<file path="src/rtl/pipe_shifter.sv">
// pipe_shifter: pipelined logarithmic shifter with valid/ready handshakes.
//   Stage i shifts by 2^i when shift-amount bit i is set, so a request takes
//   SHAMT_W cycles to reach the output. The whole pipe holds while the output
//   is valid and not accepted. Bubbles travel through the pipe as invalid
//   stages.
// Ports:
//   clk, rst                 clock, synchronous active-high reset
//   in_valid/in_ready        request handshake
//   in_data, in_shamt        operand and shift amount (0..WIDTH-1)
//   in_mode                  00 SLL, 01 SRA, 10 ROR, 11 SRL
//   out_valid/out_ready      result handshake
//   out_data, out_zero       result and (out_data == 0) flag
module pipe_shifter #(
   parameter int WIDTH   = 16,
   parameter int SHAMT_W = 4
) (
   input  logic               clk,
   input  logic               rst,
   input  logic               in_valid,
   output logic               in_ready,
   input  logic [WIDTH-1:0]   in_data,
   input  logic [SHAMT_W-1:0] in_shamt,
   input  logic [1:0]         in_mode,
   output logic               out_valid,
   input  logic               out_ready,
   output logic [WIDTH-1:0]   out_data,
   output logic               out_zero
);

   localparam int N     = SHAMT_W;
   // Stage i keeps the N-1-i shift bits it has not consumed yet. The fields
   // are packed back to back into one triangular vector so that no register
   // bit goes unused.
   localparam int REM_W = N * (N - 1) / 2;

   function automatic int rem_off(input int i);
      int o;
      o = 0;
      for (int k = 0; k < i; k++) o += N - 1 - k;
      return o;
   endfunction

   function automatic logic [WIDTH-1:0] shift_by(input logic [WIDTH-1:0] d,
                                                 input logic [1:0] mode,
                                                 input int sh);
      case (mode)
         2'b00:   return d << sh;
         2'b01:   return $signed(d) >>> sh;
         2'b10:   return (d >> sh) | (d << (WIDTH - sh));
         default: return d >> sh;
      endcase
   endfunction

   logic [N-1:0][WIDTH-1:0] data_q, data_d;
   logic [N-1:0]            vld_q, vld_d;
   // The last stage has no shift left to do, so it carries no mode and no
   // remaining shift bits.
   logic [N-2:0][1:0]       mode_q, mode_d;
   logic [REM_W-1:0]        rem_q, rem_d;
   logic                    stall;

   assign stall    = vld_q[N-1] & ~out_ready;
   assign in_ready = ~stall;

   for (genvar i = 0; i < N; i++) begin : g_stg
      logic [WIDTH-1:0] src_data;
      logic [1:0]       src_mode;
      logic             src_vld;
      logic             src_bit;

      if (i == 0) begin : g_first
         // Stage 0 loads on every non-stall edge; in_valid low loads a bubble.
         assign src_data = in_data;
         assign src_mode = in_mode;
         assign src_vld  = in_valid;
         assign src_bit  = in_shamt[0];
         assign rem_d[N-2:0] = in_shamt[N-1:1];
      end else begin : g_next
         localparam int OFF_IN = rem_off(i - 1);
         assign src_data = data_q[i-1];
         assign src_mode = mode_q[i-1];
         assign src_vld  = vld_q[i-1];
         assign src_bit  = rem_q[OFF_IN];
         if (i < N - 1) begin : g_rem
            localparam int OFF_OUT = rem_off(i);
            assign rem_d[OFF_OUT +: N-1-i] = rem_q[OFF_IN+1 +: N-1-i];
         end
      end

      assign data_d[i] = src_bit ? shift_by(src_data, src_mode, 1 << i) : src_data;
      assign vld_d[i]  = src_vld;
      if (i < N - 1) begin : g_mode
         assign mode_d[i] = src_mode;
      end
   end

   always_ff @(posedge clk) begin
      if (rst) begin
         data_q <= '0;
         vld_q  <= '0;
         mode_q <= '0;
         rem_q  <= '0;
      end else if (!stall) begin
         data_q <= data_d;
         vld_q  <= vld_d;
         mode_q <= mode_d;
         rem_q  <= rem_d;
      end
   end

   assign out_valid = vld_q[N-1];
   assign out_data  = data_q[N-1];
   assign out_zero  = (data_q[N-1] == '0);

endmodule

</file>
<file path="config.mk">
export PLATFORM = sky130hd
export DESIGN_NAME = pipe_shifter
export DESIGN_NICKNAME = d
export VERILOG_FILES = /design/src/rtl/pipe_shifter.sv
export SDC_FILE = /design/constraint.sdc
export NUM_CORES = 1
export LEC_CHECK = 0
export CORE_MARGIN = 2
export CORE_UTILIZATION = 40
export CTS_BUF_LIST = sky130_fd_sc_hd__clkbuf_8
export DETAILED_ROUTE_END_ITERATION = 10
export GPL_TIMING_DRIVEN = 0
export RECOVER_POWER = 50
export SYNTH_ARGS = -nofsm -noshare
export SYNTH_HDL_FRONTEND = slang
export SYNTH_SLANG_ARGS = --single-unit
</file>
<file path="constraint.sdc">
create_clock -name clk -period 3.3 [get_ports clk]
set_input_delay 0.495 -clock clk [delete_from_list [all_inputs] [get_ports clk]]
set_output_delay 0.495 -clock clk [all_outputs]
set_load 0.05 [all_outputs]
</file>
==> flow_summary.ini, run 1 <==
[outcome]
outcome = complete, no violations

[timing]
period_needed_ns = 3.10
post-route-period-util_pct = 93.9
rsz0062_at_grt = no
max-slew-margin-rel_pct = 58.4
worst_pin_slew_ns = 0.623
maxSlewViolCount = 0
tns_ns = 0
skew_ns = 0.0108
max_freq_mhz = 323
setup_viol = 0
hold_viol_final = 0

[floorplan]
die-area_mm2 = 0.0116
core.rowCount = 37
initial_core_util_pct = 41.3
core-area_mm2 = 0.0104
io_pins = 45
die_y_um = 108
die_x_um = 108

[worst_setup_path]
cp_max_fo = 10
startpoint = out_ready
start_kind = primary input
reg2reg_from = vld_q[3]
ff2ff_path_depth = 7
crit_path_end_kind = output pin
worstSetupPathType = primary input to output pin
regToRegEndpoint = g_stg[1].src_data[1]
reg2reg_slack_ns = 1.45
required_ns = 2.80
arrival_ns = 2.60

[route]
routed_wl_mm = 13.2
num_vias = 4303
viasPerCell = 5.85
drcViolationCount = 0
antenna_left = 0
wl_per_cell_um = 18.0
first_iter_violations = 360
drt_first_pass_iters = 6

[global_routing]
grt_usage_pct = 23.8
grt_max_degree = 15
antenna_found_initial = 0
first_global_vias = 4086
grt_overflow = 0
grt_pass1_wl_mm = 21.4

[pwr]
clock_power_share_pct = 35.0
netSwitchingFraction_pct = 29.1
seqPwrFrac_pct = 47.5
power_mw = 2.29
p_int_mw = 1.63
ir_drop_mv = 0.264
p_comb_share_pct = 17.5
p_leak_nw = 1.82
p_sw_uw = 667
power_density_mw_per_mm2 = 450

[clocking]
cts_resized = 0
cts.clk_slew.worst_paths_ns = 0.09
cts_hold_buffers = 0
cts_made_buffers = 9
worstSkewPairLatency_ns = 0.35
cts_tree = built
clk_path_buf_depth = 2
cts.sinks = 80
post-cts-setup-buffer-count = 0
root_buffer = clkbuf_8
htreeDepth = 3

[synthesis]
syn_area_mm2 = 0.00429
ys_types = 35
ys_ff_latch = 80
syn-num-nets = 566
ys_seq_area_share_pct = 37.4
avgSynthCellArea_um2 = 7.94
synth_cells = 540
synth_warnings = 0

[finish]
layout_commonest_cell = dfxtp_1
nFillCells = 1049
layout_common_cells = dfxtp_1, nand2_1, nor2_1
n_antenna_cell = 0
nets = 620
layout-drive-gt1-share_pct = 6.51
syn2layout_area_growth_pct = 18.9

[run]
max-cap-violations = 0

[placed_design]
routabilityCongestion = 0.886
port_buffers = 43
hpwl_mm = 9.81

[min_path]
hp-class = flip-flop to flip-flop
min_to = rem_q[2]
hp-start = rem_q[2]
worst_hold_path.num_cells = 2
registers in the layout (all words and copies together), names as in the netlist:
signal,flops
vld_q,4
g_stg.src_data,48
g_stg.src_mode,6
rem_q,6
out_data,16
power by group through the flow:
stage | sequential, mW | clock (mW) | combinational, mW
6_report | 1.09 | 0.801 | 0.402
3_5_place_dp | 1.11 | 0 | 0.400
2_1_floorplan | 1.12 | 0 | 0.243
5_1_grt | 1.10 | 0.862 | 0.438
4_1_cts | 1.09 | 0.822 | 0.401
3_3_place_gp | 1.11 | 0 | 0.396
synthesized netlist by cell type, drive strengths merged:
cell type	instances	area share (%)
o311ai	7	1.4
nand3b	8	1.4
and3b	1	0.20
and4	1	0.20
a32o	7	1.6
clkbuf	34	3.0
a21oi	42	4.9
dfxtp	80	37
o311a	6	1.4
nor2b	13	1.9
a311oi	5	1.0
and2	8	1.2
o211a	7	1.6
buf	27	3.3
nor2	46	4.0
mux2i	7	1.6
a221oi	8	1.6
or2	9	1.3
a311o	20	4.7
o211ai	16	2.8
nor3	23	2.7
o21ai	42	4.9
inv	17	1.5
or3b	20	4.1
o2111a	4	1.1
nor4	8	1.2
nand2	64	5.6
o32ai	10	2.4
area by class of cell:
cell class	instances	area [um^2]	share of cell area, %
Inverter	17	63.8	1.25
Timing Repair Buffer	43	430	8.45
Sequential cell	80	1600	31.4
Tap cell	136	170	3.34
Buffer	61	256	5.03
Multi-Input combinational cell	382	2350	46.2
Clock buffer	9	124	2.43
Clock inverter	7	96.3	1.89
worst max path at each step:
stage                    end  slack, ns  cells after the start
floorplan           in_ready       1.42                      5
global placement    in_ready       0.23                      7
detailed placement  in_ready       0.22                      7
CTS                 in_ready       0.22                      7
global route        in_ready       0.11                      7
finish              in_ready       0.20                      7
worst max-delay path, stage by stage:
cell             delay, ns
clkdlybuf4s50_1       0.46
nor2b_1               0.04
buf_2                 0.18
inv_1                 0.09
buf_2                 0.21
buf_2                 0.28
clkdlybuf4s50_1       0.84
stage by stage:
| stage | setup slack, ns | hold WS [ns] | cells | util (%) | instance area [um^2] |
|---|---|---|---|---|---|
| after CTS | 0.218 | 0.460 | 735 | 49.3 | 5110 |
| after global routing | 0.112 | 0.487 | 735 | 49.1 | 5090 |
| after detailed placement | 0.223 | 0.448 | 719 | 47.1 | 4890 |
| after global placement | 0.230 | 0.441 | 719 | 47.1 | 4890 |
| final | 0.201 | 0.456 | 735 | 49.1 | 5090 |
| after floorplan | 1.42 | 0.432 | 540 | - | 4290 |
layer usage:
layer | part of all wire (%) | global-route usage [%] | vias to the layer above
met3 | 5.3 | 3.57 | 31
met5 | 0 | 0 | -
met2 | 45 | 37.0 | 148
met1 | 46 | 33.2 | 2033
met4 | 3.3 | 9.43 | 0
li1 | - | - | 2091
kinds of logic after synthesis:
logic type             after synthesis  synth area share (%)
flip-flops                          80                  37.4
AND/OR/NAND/NOR                    201                  23.8
AO/OA/AOI/OAI                      174                  29.5
multiplexers                         7                  1.63
buffers and inverters               78                  7.76
(Power assumes the default switching activity.)
==> run 2: changes to the inputs <==
==> constraint.sdc (replaced) <==
create_clock -name clk -period 3.4 [get_ports clk]
set_input_delay 0.51 -clock clk [delete_from_list [all_inputs] [get_ports clk]]
set_output_delay 0.51 -clock clk [all_outputs]
set_load 0.05 [all_outputs]
==> flow_summary.ini, run 2 (same netlist as run 1, synthesis figures left out) <==
[outcome]
outcome = complete, no violations

[global_routing]
grt_overflow = 0
grt_usage_pct = 23.8
grt_pass1_wl_mm = 21.4
antenna_found_initial = 0
first_global_vias = 4086
grt_max_degree = 15

[pwr]
ir_drop_mv = 0.256
power_density_mw_per_mm2 = 436
p_leak_nw = 1.83

[floorplan]
core.rowCount = 37
die_x_um = 108
initial_core_util_pct = 41.3
io_pins = 45
die_y_um = 108
core-area_mm2 = 0.0104
die-area_mm2 = 0.0116

[route]
drcViolationCount = 0
viasPerCell = 5.87
antenna_left = 0
wl_per_cell_um = 17.9
drt_first_pass_iters = 5
num_vias = 4315
first_iter_violations = 356
routed_wl_mm = 13.2

[finish]
nets = 620
n_antenna_cell = 0
largest_reg_flops = 48
layout_commonest_cell = dfxtp_1
layout_common_cells = dfxtp_1, nand2_1, nor2_1
syn2layout_area_growth_pct = 19.0
final_area_mm2 = 0.00510
layout-drive-gt1-share_pct = 6.68

[clocking]
post-cts-setup-buffer-count = 0
cts_hold_buffers = 0
cts_resized = 0
cts_tree = built
cts.sinks = 80
clk_path_buf_depth = 2
cts.clk_slew.worst_paths_ns = 0.09
htreeDepth = 3
cts_made_buffers = 9
root_buffer = clkbuf_8
worstSkewPairLatency_ns = 0.35

[placed_design]
hpwl_mm = 9.81
placed_cell_area_mm2 = 0.00489
port_buffers = 43
routabilityCongestion = 0.886

[worst_setup_path]
worstSetupPathType = primary input to output pin
cp_num_buf_inv = 6
crit_path_end_kind = output pin
arrival_ns = 2.69
cp_max_fo = 10
reg2reg_slack_ns = 1.55
cp_slowest_stage_delay_ns = 0.84
crit_family = buffers and inverters
crit_top_cell = buf_2
reg2reg_from = vld_q[3]
path_cells = dlygate4sd3_1 > nor2b_1 > buf_2 > inv_1 > buf_2 > buf_2 > clkdlybuf4s50_1
required_ns = 2.89
startpoint = out_ready
start_kind = primary input
cp_slowest_cell = clkdlybuf4s50_1

[timing]
max-slew-margin-rel_pct = 57.9
setup_viol = 0
skew_ns = 0.0105
max_freq_mhz = 313
worst_pin_slew_ns = 0.632
maxSlewViolCount = 0
post-route-period-util_pct = 94.1
hold_viol_final = 0
period_needed_ns = 3.20
rsz0062_at_grt = no
tns_ns = 0

[run]
max-cap-violations = 0

[min_path]
hp-class = flip-flop to flip-flop
hp-start = rem_q[2]
-- run 2: cell count changes in the layout (fill, tap and decap cells not counted), sizes merged --
cell    change
buf         +1
clkbuf      -1
-- run 2: final timing paths --
| check | depth (start not counted) | end |
|---|---|---|
| worst max register to register | 7 | g_stg[1].src_data[1] |
| worst max-delay path | 7 | in_ready |
| worst min-delay path | 2 | rem_q[2] |
| worst min register to register | 2 | rem_q[2] |
-- run 2: where the power goes --
part	switching [mW]	internal [mW]
Sequential	0.0615	0.996
Clock	0.363	0.415
Combinational	0.222	0.168
-- run 2: routing by layer --
| layer | track usage (%) | share of wire [%] | vias to the layer above |
|---|---|---|---|
| li1 | - | - | 2091 |
| met1 | 33.2 | 46 | 2051 |
| met2 | 37.0 | 45 | 142 |
| met3 | 3.57 | 5.2 | 31 |
| met4 | 9.43 | 3.3 | 0 |
| met5 | 0 | 0 | - |
-- run 2: layout make-up --
cell class,count,area [um^2]
Clock inverter,7,96.3
Inverter,17,63.8
Clock buffer,9,124
Tap cell,136,170
Multi-Input combinational cell,382,2350
Timing Repair Buffer,43,430
Fill cell,1047,5270
Buffer,61,264
Sequential cell,80,1600
-- run 2: stage by stage --
stage	setup slack, ns	util [%]	cells	hold WS (ns)	power, mW
2_1_floorplan	1.50	-	540	0.432	1.32
3_3_place_gp	0.300	47.1	719	0.441	1.46
3_5_place_dp	0.293	47.1	719	0.448	1.47
4_1_cts	0.288	49.3	735	0.460	2.24
5_1_grt	0.112	49.2	735	0.487	2.33
6_report	0.202	49.2	735	0.456	2.23
-- run 2: worst min-delay path, cell delays in order, from the launching register on --
cell     delay [ns]
dfxtp_1        0.32
nand2_1        0.05
a21oi_1        0.05
==> run 3: changes to the inputs <==
--- a/config.mk
+++ b/config.mk
@@ -11,6 +11,7 @@
 export DETAILED_ROUTE_END_ITERATION = 10
 export GPL_TIMING_DRIVEN = 0
 export RECOVER_POWER = 50
+export SKIP_CTS_REPAIR_TIMING = 1
 export SYNTH_ARGS = -nofsm -noshare
 export SYNTH_HDL_FRONTEND = slang
 export SYNTH_SLANG_ARGS = --single-unit
==> results of run 3 <==
Final layout, timing and power as in run 2 (identical DEF).
